### src/rtl/adc_pkg.sv
// rtl/adc_pkg.sv - shared types and constants for the ADC frame unpacker
package adc_pkg;

    localparam int         N_LANES  = 4;
    localparam int         N_CH     = 8;
    localparam logic [3:0] HDR_SYNC = 4'hA;

    typedef logic signed [23:0] sample_t;

    // The frame index travels beside this struct in the FIFO, since its width
    // is a parameter of the top level.
    typedef struct packed {
        sample_t [N_CH-1:0] smp;
        logic    [N_CH-1:0] err;
    } frame_t;

    typedef enum logic {
        IDLE,
        EMIT
    } ser_state_t;

    // Bit 3 of the header is don't-care, so it is forced high on both sides.
    function automatic logic hdr_bad(input logic [7:0] hdr, input logic [2:0] ch);
        return (hdr | 8'h08) != {HDR_SYNC, 1'b1, ch};
    endfunction

endpackage

### src/rtl/adc_frame_fifo.sv
// rtl/adc_frame_fifo.sv - two-entry frame FIFO with combinational head
module adc_frame_fifo
    import adc_pkg::*;
#(
    parameter int IDX_W = 16
) (
    input  logic             MCLK,
    input  logic             nRST,
    input  logic             push,
    input  logic             pop,
    input  frame_t           wr_frame,
    input  logic [IDX_W-1:0] wr_idx,
    output frame_t           head_frame,
    output logic [IDX_W-1:0] head_idx,
    output logic [1:0]       count,
    output logic             full,
    output logic             empty
);

    frame_t           mem     [2];
    logic [IDX_W-1:0] idx_mem [2];
    logic             wr_ptr;
    logic             rd_ptr;
    logic             do_push;
    logic             do_pop;

    assign full  = (count == 2'd2);
    assign empty = (count == 2'd0);

    // A pop frees the slot in the same cycle, so a push into a full FIFO
    // alongside a pop is accepted.
    assign do_pop  = pop && !empty;
    assign do_push = push && (!full || do_pop);

    assign head_frame = mem[rd_ptr];
    assign head_idx   = idx_mem[rd_ptr];

    always_ff @(posedge MCLK) begin
        if (do_push) begin
            mem[wr_ptr]     <= wr_frame;
            idx_mem[wr_ptr] <= wr_idx;
        end
    end

    always_ff @(posedge MCLK) begin
        if (!nRST) begin
            wr_ptr <= 1'b0;
            rd_ptr <= 1'b0;
            count  <= 2'd0;
        end else begin
            if (do_push) wr_ptr <= ~wr_ptr;
            if (do_pop)  rd_ptr <= ~rd_ptr;
            case ({do_push, do_pop})
                2'b10:   count <= count + 2'd1;
                2'b01:   count <= count - 2'd1;
                default: count <= count;
            endcase
        end
    end

endmodule

### src/rtl/adc_frame_unpacker.sv
// rtl/adc_frame_unpacker.sv - splits 4x64-bit ADC frames into tagged 24-bit channel samples
module adc_frame_unpacker
    import adc_pkg::*;
#(
    parameter int IDX_W     = 16,
    parameter bit HDR_CHECK = 1'b1
) (
    input  logic             MCLK,
    input  logic             nRST,
    input  logic             DATA_READY,
    input  logic [63:0]      DATA [N_LANES],
    input  logic             SAMPLE_READY,
    input  logic             CLR_FLAGS,
    output logic             SAMPLE_VALID,
    output logic [2:0]       SAMPLE_CH,
    output logic [31:0]      SAMPLE_DATA,
    output logic             SAMPLE_HDR_ERR,
    output logic [IDX_W-1:0] SAMPLE_IDX,
    output logic             OVERFLOW,
    output logic             HDR_ERR,
    output logic [7:0]       DROP_CNT
);

    logic             dr_q;
    logic             frame_evt;
    logic [IDX_W-1:0] frame_idx;
    frame_t           in_frame;
    frame_t           head_frame;
    logic [IDX_W-1:0] head_idx;
    logic [1:0]       fifo_count;
    logic             fifo_full;
    logic             fifo_empty;
    logic             pop;
    logic             accept;
    logic             drop;
    ser_state_t       state, state_n;
    logic [2:0]       ch, ch_n;
    sample_t          head_smp;

    assign frame_evt = dr_q && !DATA_READY;

    always_comb begin
        in_frame = '0;
        for (int i = 0; i < N_LANES; i++) begin
            in_frame.smp[2*i]   = DATA[i][55:32];
            in_frame.smp[2*i+1] = DATA[i][23:0];
            in_frame.err[2*i]   = HDR_CHECK && hdr_bad(DATA[i][63:56], 3'(2*i));
            in_frame.err[2*i+1] = HDR_CHECK && hdr_bad(DATA[i][31:24], 3'(2*i+1));
        end
    end

    assign pop    = (state == EMIT) && SAMPLE_READY && (ch == 3'd7);
    assign accept = frame_evt && (!fifo_full || pop);
    assign drop   = frame_evt && !accept;

    adc_frame_fifo #(
        .IDX_W (IDX_W)
    ) u_fifo (
        .MCLK       (MCLK),
        .nRST       (nRST),
        .push       (frame_evt),
        .pop        (pop),
        .wr_frame   (in_frame),
        .wr_idx     (frame_idx),
        .head_frame (head_frame),
        .head_idx   (head_idx),
        .count      (fifo_count),
        .full       (fifo_full),
        .empty      (fifo_empty)
    );

    always_ff @(posedge MCLK) begin
        if (!nRST) begin
            state <= IDLE;
            ch    <= 3'd0;
        end else begin
            state <= state_n;
            ch    <= ch_n;
        end
    end

    // After the ch7 pop, a frame remains if two were queued or one is being
    // pushed this very cycle; either way ch0 follows with no bubble.
    always_comb begin
        state_n = state;
        ch_n    = ch;
        case (state)
            IDLE: begin
                if (!fifo_empty) begin
                    state_n = EMIT;
                    ch_n    = 3'd0;
                end
            end
            EMIT: begin
                if (SAMPLE_READY) begin
                    if (ch != 3'd7) begin
                        ch_n = ch + 3'd1;
                    end else begin
                        ch_n    = 3'd0;
                        state_n = ((fifo_count == 2'd2) || accept) ? EMIT : IDLE;
                    end
                end
            end
            default: begin
                state_n = IDLE;
                ch_n    = 3'd0;
            end
        endcase
    end

    assign head_smp       = head_frame.smp[ch];
    assign SAMPLE_VALID   = (state == EMIT);
    assign SAMPLE_CH      = SAMPLE_VALID ? ch : 3'd0;
    assign SAMPLE_DATA    = SAMPLE_VALID ? {{8{head_smp[23]}}, head_smp} : 32'd0;
    assign SAMPLE_HDR_ERR = SAMPLE_VALID && head_frame.err[ch];
    assign SAMPLE_IDX     = SAMPLE_VALID ? head_idx : '0;

    // Dropped frames still consume an index so downstream can see the gap.
    always_ff @(posedge MCLK) begin
        if (!nRST) begin
            dr_q      <= 1'b0;
            frame_idx <= '0;
            OVERFLOW  <= 1'b0;
            HDR_ERR   <= 1'b0;
            DROP_CNT  <= 8'd0;
        end else begin
            dr_q <= DATA_READY;
            if (frame_evt) frame_idx <= frame_idx + IDX_W'(1);

            if (drop)           OVERFLOW <= 1'b1;
            else if (CLR_FLAGS) OVERFLOW <= 1'b0;

            if (accept && (|in_frame.err)) HDR_ERR <= 1'b1;
            else if (CLR_FLAGS)            HDR_ERR <= 1'b0;

            if (drop) begin
                if (CLR_FLAGS)               DROP_CNT <= 8'd1;
                else if (DROP_CNT != 8'hFF)  DROP_CNT <= DROP_CNT + 8'd1;
            end else if (CLR_FLAGS) begin
                DROP_CNT <= 8'd0;
            end
        end
    end

endmodule
### config.mk
export PLATFORM = sky130hd
export DESIGN_NAME = adc_frame_unpacker
export DESIGN_NICKNAME = d
export VERILOG_FILES = /design/src/rtl/adc_pkg.sv /design/src/rtl/adc_frame_fifo.sv /design/src/rtl/adc_frame_unpacker.sv
export SDC_FILE = /design/constraint.sdc
export NUM_CORES = 1
export LEC_CHECK = 0
export CORE_MARGIN = 2
export CORE_UTILIZATION = 57
export CTS_CLUSTER_SIZE = 16
export DETAILED_ROUTE_END_ITERATION = 6
export PLACE_DENSITY = 0.85
export SLEW_MARGIN = 20
export SYNTH_ARGS = -nofsm -noshare
export SYNTH_HDL_FRONTEND = slang
export SYNTH_SLANG_ARGS = --single-unit
### constraint.sdc
create_clock -name MCLK -period 30.8 [get_ports MCLK]
set_input_delay 3.08 -clock MCLK [delete_from_list [all_inputs] [get_ports MCLK]]
set_output_delay 3.08 -clock MCLK [all_outputs]
set_load 0.02 [all_outputs]
==> metrics, run 1 <==
status=finished clean; Power Density=57.1 nW/µm²; DRT antenna net count=0; worst min path class=reg2reg; via count=roughly 9900; Worst Hold Depth=0; Port Buffers=315; core box area=31600 µm²; switching portion of total power=between 10% and 20%; Die Span Y=183 µm; gpl congestion=approximately 0.81; setup TNS=0 ns; Crit path required time=between 20 and 30 ns; CTS H-tree lvls=2; combinational group share of total power=5.6%; synthesis-to-finish area growth=27.7%; Final setup viols=0; Clk pwr share=between 40% and 50%; initial drt markers=between 700 and 800; post-synthesis mux area share=16.2%; Slew Viols, Final=0; gr usage total=24.3%; crit path time final=7.26 ns; die footprint=33500 µm²; Distinct cells, synth=47; post-route clock skew=0.0182 ns; clock latency on the worst-skew pair=0.54 ns; crit path cell chain=buf_4, mux4_2, mux2i_1, o22ai_1, clkdlybuf4s50_1; HPWL reported at the end of detailed placement=26600 µm; Synth Cell Area=18300 µm²; peak supply drop=approximately 37 µV; Async SR Flop Fraction=0%; FILL cells=about 1800; initial core utilization=57.9%; Tightest Pin Transition=between 1 and 1.5 ns; Max-Cap Viols=0; CP max stage delay=0.86 ns; Synthesis Warnings=0; highest clock rate=138 MHz; cell row count=65; I/O pin total=between 300 and 400; DRC violations left=0; sequential fraction of the synthesis area=74.9%; most frequent cells in the layout=edfxtp_1, clkdlybuf4s50_1, mux4_2; Clock Root Buffer=clkbuf_16; largest net degree at the start of global routing=85; CP max-delay cell=dfxtp_4; crit start category=flop; syn_area_per_cell=20.1 µm²; final hold vios=0; cts hold-fix bufs=0; clk sinks=468; Psw=approximately 260 µW; crit share post-route=23.6%; initial antenna violation count=7; commonest non-fill, non-tap cell in the layout=edfxtp_1; global-route wire length before repair=60300 µm; cts bufs inserted=46; drt pass-1 iters=5; top_reg_cell synth=edfxtp_1; simple-gate share of the synthesized area=4.59%; P_leak=about 0.0072 µW; CTS-repair resized insts=0; combinational family with the most area after synthesis=multiplexers; clock transition at the registers of the reported paths=about 0.060 ns; Buf/Inv on CP=2; crit path kind=reg2out; CP delay by family, top=buffers and inverters; Slew HR=about 29%; Compound-Gate Fraction of Synth Area=between 1.5 and 2%; crit path capture type=primary output; internal power=1070 µW; arrival time worst endpoint=4.18 ns; Synthesized Nets=around 1200; clk buf depth=3; Post-synth EDFFs=roughly 430; sequential power share=a little over half; final net count=around 1500; Setup Fix Bufs, Post-CTS=0; worst-path maximum fanout=54; share of cells above drive strength 1=15.3%; hold_ws=around 0.48 ns; unrepaired setup endpoints after global routing=no; Synth Instances=911; Chip Width=between 150 and 200 µm; cell count along the critical path=5; Synth Area in XOR/XNOR=less than 1%; adder-cell share of the synthesized area=0.342%; CTS tree=yes; Overflow after GRT=0; drt wl/cell=24.3 µm; WL final=40700 µm; vias in the first global route=10400; FF+latch count, synth=468; vias per cell=5.88; Register-to-Register Path Depth=9
==> worst reg2reg max path: cells and delay by family, from the launching register on <==
family | cells | cell delay (ns)
AND/OR/NAND/NOR | 2 | 0.77
flip-flops | 1 | 0.86
AO/OA/AOI/OAI | 1 | 0.49
buffers and inverters | 4 | 1.47
adder cells (fa/ha/maj) | 2 | 0.50
==> layer usage <==
| layer | routed length [µm] | up-vias | track usage, % | share of wire [%] |
|---|---|---|---|---|
| met5 | 23 | - | 0 | 0.057 |
| met4 | 1320 | 4 | 8.06 | 3.2 |
| met3 | 3760 | 68 | 7.13 | 9.2 |
| met2 | 21200 | 411 | 42.7 | 52 |
| met1 | 14400 | 4958 | 29.0 | 35 |
| li1 | - | 4419 | - | - |
==> final cells by class <==
class                      instances  area, µm²  area share (%)
antenna                            3       7.51          0.0322
sequential                       468      13700            58.8
clock buffer                      62       1250            5.37
timing repair buffer             327       3270            14.0
inverter                           6       22.5          0.0966
tap                              402        503            2.16
multi-input combinational        386       4330            18.5
clock inverter                    23        235            1.01
==> sequential cells by signal, summed over array words and instances, names as in the netlist, named ones only <==
register and cells:
DROP_CNT 8, u_fifo.idx_mem 32, SAMPLE_VALID 1, dr_q 1, OVERFLOW 1, u_fifo.wr_ptr 1, u_fifo.rd_ptr 1, ch 3
u_fifo.count 2, frame_idx 16, HDR_ERR 1, u_fifo.mem 400
==> cells in the mapped netlist, types with 2 or more instances <==
cell | count | share of area (%)
or4_1 | 6 | 0.25
nand4_1 | 9 | 0.31
nand3_1 | 11 | 0.30
buf_4 | 9 | 0.37
clkbuf_1 | 21 | 0.43
and4_1 | 2 | 0.096
or2_2 | 6 | 0.21
nor3_1 | 6 | 0.16
o21ai_0 | 5 | 0.14
buf_1 | 9 | 0.18
a21oi_1 | 10 | 0.27
xor2_1 | 7 | 0.34
nor4bb_1 | 3 | 0.16
mux4_2 | 100 | 12
xnor2_1 | 6 | 0.29
dfxtp_1 | 36 | 3.9
nor2b_1 | 17 | 0.58
o31ai_1 | 3 | 0.12
nor3b_1 | 2 | 0.082
or3_1 | 4 | 0.14
a211oi_1 | 2 | 0.082
mux2i_1 | 70 | 3.8
inv_1 | 6 | 0.12
a32oi_1 | 3 | 0.14
nand2b_1 | 6 | 0.21
nand4b_1 | 5 | 0.24
edfxtp_1 | 432 | 71
nor4_1 | 5 | 0.17
and3_1 | 6 | 0.21
and2_1 | 4 | 0.14
and4b_1 | 2 | 0.11
nand2_1 | 19 | 0.39
a41oi_1 | 3 | 0.14
ha_1 | 5 | 0.34
nor2_1 | 24 | 0.49
buf_2 | 12 | 0.33
o22ai_1 | 25 | 0.86
==> final timing paths <==
kind                              startpoint                               to  slack (ns)
hold reg to reg   frame_idx[15]$_SDFFE_PN0P_  u_fifo.idx_mem[0][15]$_DFFE_PP_        0.48
setup reg to reg          ch[0]$_SDFFE_PN0P_     u_fifo.mem[0][158]$_DFFE_PP_       26.35
setup / recovery          ch[0]$_SDFFE_PN0P_                  SAMPLE_DATA[27]       23.54
hold / removal    frame_idx[15]$_SDFFE_PN0P_  u_fifo.idx_mem[0][15]$_DFFE_PP_        0.48
==> cell families after synthesis <==
kind of cell / Yosys count
AO/OA/AOI/OAI: 54
XOR/XNOR: 13
adder cells (fa/ha/maj): 5
buffers and inverters: 57
flip-flops: 468
multiplexers: 170
AND/OR/NAND/NOR: 144
==> power groups by stage <==
stage          Combinational (µW)  Clock [µW]  Sequential (µW)
5_1_grt                      79.3         581              712
4_1_cts                      75.0         555              711
2_1_floorplan                26.9           0              726
6_report                     74.7         547              711
3_3_place_gp                 72.2           0              723
3_5_place_dp                 74.2           0              724
==> per-stage QoR <==
stage               cells  cell area [µm²]  total power, µW  setup slack [ns]  utilization, %
finish               1677            23300             1330             23.54            73.9
detailed placement   1588            21800              799             23.74            69.1
floorplan             911            18300              752             17.48               -
global route         1677            23300             1370             23.35            73.9
CTS                  1673            23300             1340             23.51            73.8
global placement     1588            21800              796             23.82            69.1
(Power assumes the default switching activity.)
==> run 2: changes to the inputs <==
--- a/config.mk
+++ b/config.mk
@@ -6,10 +6,10 @@
 export NUM_CORES = 1
 export LEC_CHECK = 0
 export CORE_MARGIN = 2
-export CORE_UTILIZATION = 57
+export CORE_UTILIZATION = 48
 export CTS_CLUSTER_SIZE = 16
 export DETAILED_ROUTE_END_ITERATION = 6
-export PLACE_DENSITY = 0.85
+export PLACE_DENSITY = 0.77
 export SLEW_MARGIN = 20
 export SYNTH_ARGS = -nofsm -noshare
 export SYNTH_HDL_FRONTEND = slang
==> constraint.sdc (replaced) <==
create_clock -name MCLK -period 6.1 [get_ports MCLK]
set_input_delay 0.61 -clock MCLK [delete_from_list [all_inputs] [get_ports MCLK]]
set_output_delay 0.61 -clock MCLK [all_outputs]
set_load 0.02 [all_outputs]
==> run 2 against run 1 <==
Net effect:
- flip-flop and latch count is the same
- first-iteration DRC count shrank 30%
- global-route usage shrank 5.0 points
- critical path type unchanged
- largest cell class unchanged
- largest power group unchanged
==> metrics, run 2 (synthesized netlist as in run 1, its figures left out) <==
crit path capture type=primary output (unchanged); status=finished clean (unchanged); CTS tree=yes (unchanged); largest net degree at the start of global routing=133 (was 85); crit share post-route=71.5%; vias per cell=5.42 (was 5.88); highest clock rate=229 MHz; Port Buffers=315 (unchanged); post-layout util=62.7% (was 73.9%); post-route clock skew=0.0134 ns (was 0.0182 ns); Reg-to-Reg Start=ch[0]$_SDFFE_PN0P_ (unchanged); max reg flops=400 (unchanged); crit path time final=4.36 ns; Power Total=6870 µW (was 1330 µW); core box area=37600 µm² (was 31600 µm²); top flop regs=u_fifo.mem: 400 flops, u_fifo.idx_mem: 32 flops, frame_idx: 16 flops (unchanged); final net count=1500 (was 1501); sequential power share=52.2% (was 53.4%); final hold vios=0 (unchanged); CTS H-tree lvls=2 (unchanged); Overflow after GRT=0 (unchanged); clock transition at the registers of the reported paths=0.06 ns (about the same); reg-to-reg endpoint=u_fifo.mem[1][118]$_DFFE_PP_ (was u_fifo.mem[0][158]$_DFFE_PP_); Chip Width=199 µm (was 183 µm); drt wl/cell=21.4 µm (was 24.3 µm); Worst Setup SP=SAMPLE_VALID$_SDFF_PN0_ (was ch[0]$_SDFFE_PN0P_); crit path cell chain=nand2b_2, o22ai_1, clkdlybuf4s50_1 (was buf_4, mux4_2, mux2i_1, o22ai_1, clkdlybuf4s50_1); unrepaired setup endpoints after global routing=no (unchanged); arrival time worst endpoint=3.75 ns (was 4.18 ns); clk sinks=468 (unchanged); R2R setup slack=2.41 ns (was 26.35 ns); DRC violations left=0 (unchanged); gr usage total=19.3% (was 24.3%); Die Span Y=199 µm (was 183 µm); Register-to-Register Path Depth=6 (was 9); share of cells above drive strength 1=15.4% (was 15.3%); initial drt markers=525 (was 754); Tightest Pin Transition=0.855 ns (was 1.06 ns); via count=9712 (was 9860); Final setup viols=0 (unchanged); internal power=5530 µW (was 1070 µW); cts hold-fix bufs=0 (unchanged); Power Density=292 nW/µm² (was 57.1 nW/µm²); Slew HR=42.9% (was 29.0%); crit start category=flop (unchanged); switching portion of total power=19.5% (was 19.6%); crit path kind=reg2out (unchanged); combinational group share of total power=5.4% (was 5.6%); gpl congestion=0.794 (was 0.808); CP max-delay cell=dfxtp_1 (was dfxtp_4); WL final=38400 µm (was 40700 µm); CTS-repair resized insts=0 (unchanged); cts bufs inserted=47 (was 46); most frequent cells in the layout=edfxtp_1, clkdlybuf4s50_1, mux4_2 (unchanged); P_leak=0.00731 µW (was 0.00725 µW); Clk pwr share=42.4% (was 41.0%); initial core utilization=48.6% (was 57.9%); clk buf depth=3 (unchanged); die footprint=39600 µm² (was 33500 µm²); drt pass-1 iters=5 (unchanged); Crit path required time=5.49 ns (was 27.72 ns); CP max stage delay=0.88 ns (was 0.86 ns); Max-Cap Viols=0 (unchanged); vias in the first global route=10400 (about the same); HPWL reported at the end of detailed placement=24600 µm (was 26600 µm); Clock Root Buffer=clkbuf_16 (unchanged); DRT antenna net count=0 (unchanged); Largest Register=u_fifo.mem (unchanged); clock latency on the worst-skew pair=0.57 ns (was 0.54 ns); setup TNS=0 ns (unchanged); commonest non-fill, non-tap cell in the layout=edfxtp_1 (unchanged); I/O pin total=324 (unchanged); initial antenna violation count=8 (was 7); worst min path class=reg2reg (unchanged); Slew Viols, Final=0 (unchanged); crit path to=SAMPLE_DATA[25] (was SAMPLE_DATA[27]); synthesis-to-finish area growth=29.0% (was 27.7%); worst-path maximum fanout=29 (was 54); Psw=1340 µW (was 261 µW); cell row count=71 (was 65); Setup Fix Bufs, Post-CTS=0 (unchanged); global-route wire length before repair=57100 µm (was 60300 µm); peak supply drop=223 µV (was 36.8 µV)
-- run 2: cell count changes in the layout (fill, tap and decap cells not counted), sizes merged --
cell / previous run / this run
clkinv: 12 / 22
clkbuf: 62 / 54
diode: 3 / 7
bufinv: 4 / 7
clkinvlp: 6 / 3
buf: 12 / 10
inv: 7 / 8
-- run 2: how the worst min path moves through the flow --
stage | from | endpoint | cells past startpoint
2_1_floorplan | frame_idx[15]$_SDFFE_PN0P_ | u_fifo.idx_mem[0][15]$_DFFE_PP_ | 0
3_3_place_gp | frame_idx[15]$_SDFFE_PN0P_ | u_fifo.idx_mem[0][15]$_DFFE_PP_ | 0
3_5_place_dp | frame_idx[15]$_SDFFE_PN0P_ | u_fifo.idx_mem[1][15]$_DFFE_PP_ | 0
4_1_cts | frame_idx[15]$_SDFFE_PN0P_ | u_fifo.idx_mem[1][15]$_DFFE_PP_ | 0
5_1_grt | frame_idx[15]$_SDFFE_PN0P_ | u_fifo.idx_mem[1][15]$_DFFE_PP_ | 0
6_report | frame_idx[15]$_SDFFE_PN0P_ | u_fifo.idx_mem[1][15]$_DFFE_PP_ | 0
-- run 2: cell type report --
type	instances	area, µm²
multi-input combinational	386	4330
clock inverter	34	359
sequential	468	13700
clock buffer	54	1220
fill	2671	14000
antenna	7	17.5
timing repair buffer	325	3280
tap	511	639
inverter	6	22.5
-- run 2: power groups by stage --
stage	logic (µW)	clock network, µW	registers, µW
CTS	374	2980	3590
floorplan	136	0	3650
global placement	363	0	3650
finish	369	2910	3590
global route	394	3100	3590
detailed placement	372	0	3660
-- run 2: critical path: cells and delay by family, from the launching register on --
family / cells / cell delay [ns]
flops: 1 / 0.88
compound gates: 1 / 0.87
buf+inv: 1 / 0.76
simple gates: 1 / 0.67
-- run 2: through the flow --
stage	hold slack (ns)	instance area, µm²	instances	setup WS, ns
2_1_floorplan	0.439	18300	911	1.19
3_3_place_gp	0.464	22000	1696	2.28
3_5_place_dp	0.470	22000	1696	2.26
4_1_cts	0.485	23600	1784	1.64
5_1_grt	0.502	23600	1788	1.45
6_report	0.482	23600	1791	1.74
-- run 2: layer usage --
layer / GRT usage [%] / vias up / wire length (µm) / part of all wire [%]
met5: 0 / - / 57 / 0.15
met4: 9.01 / 8 / 1210 / 3.1
met3: 5.16 / 78 / 2890 / 7.5
met2: 32.5 / 326 / 19700 / 51
met1: 23.4 / 4878 / 14600 / 38
li1: - / 4422 / - / -
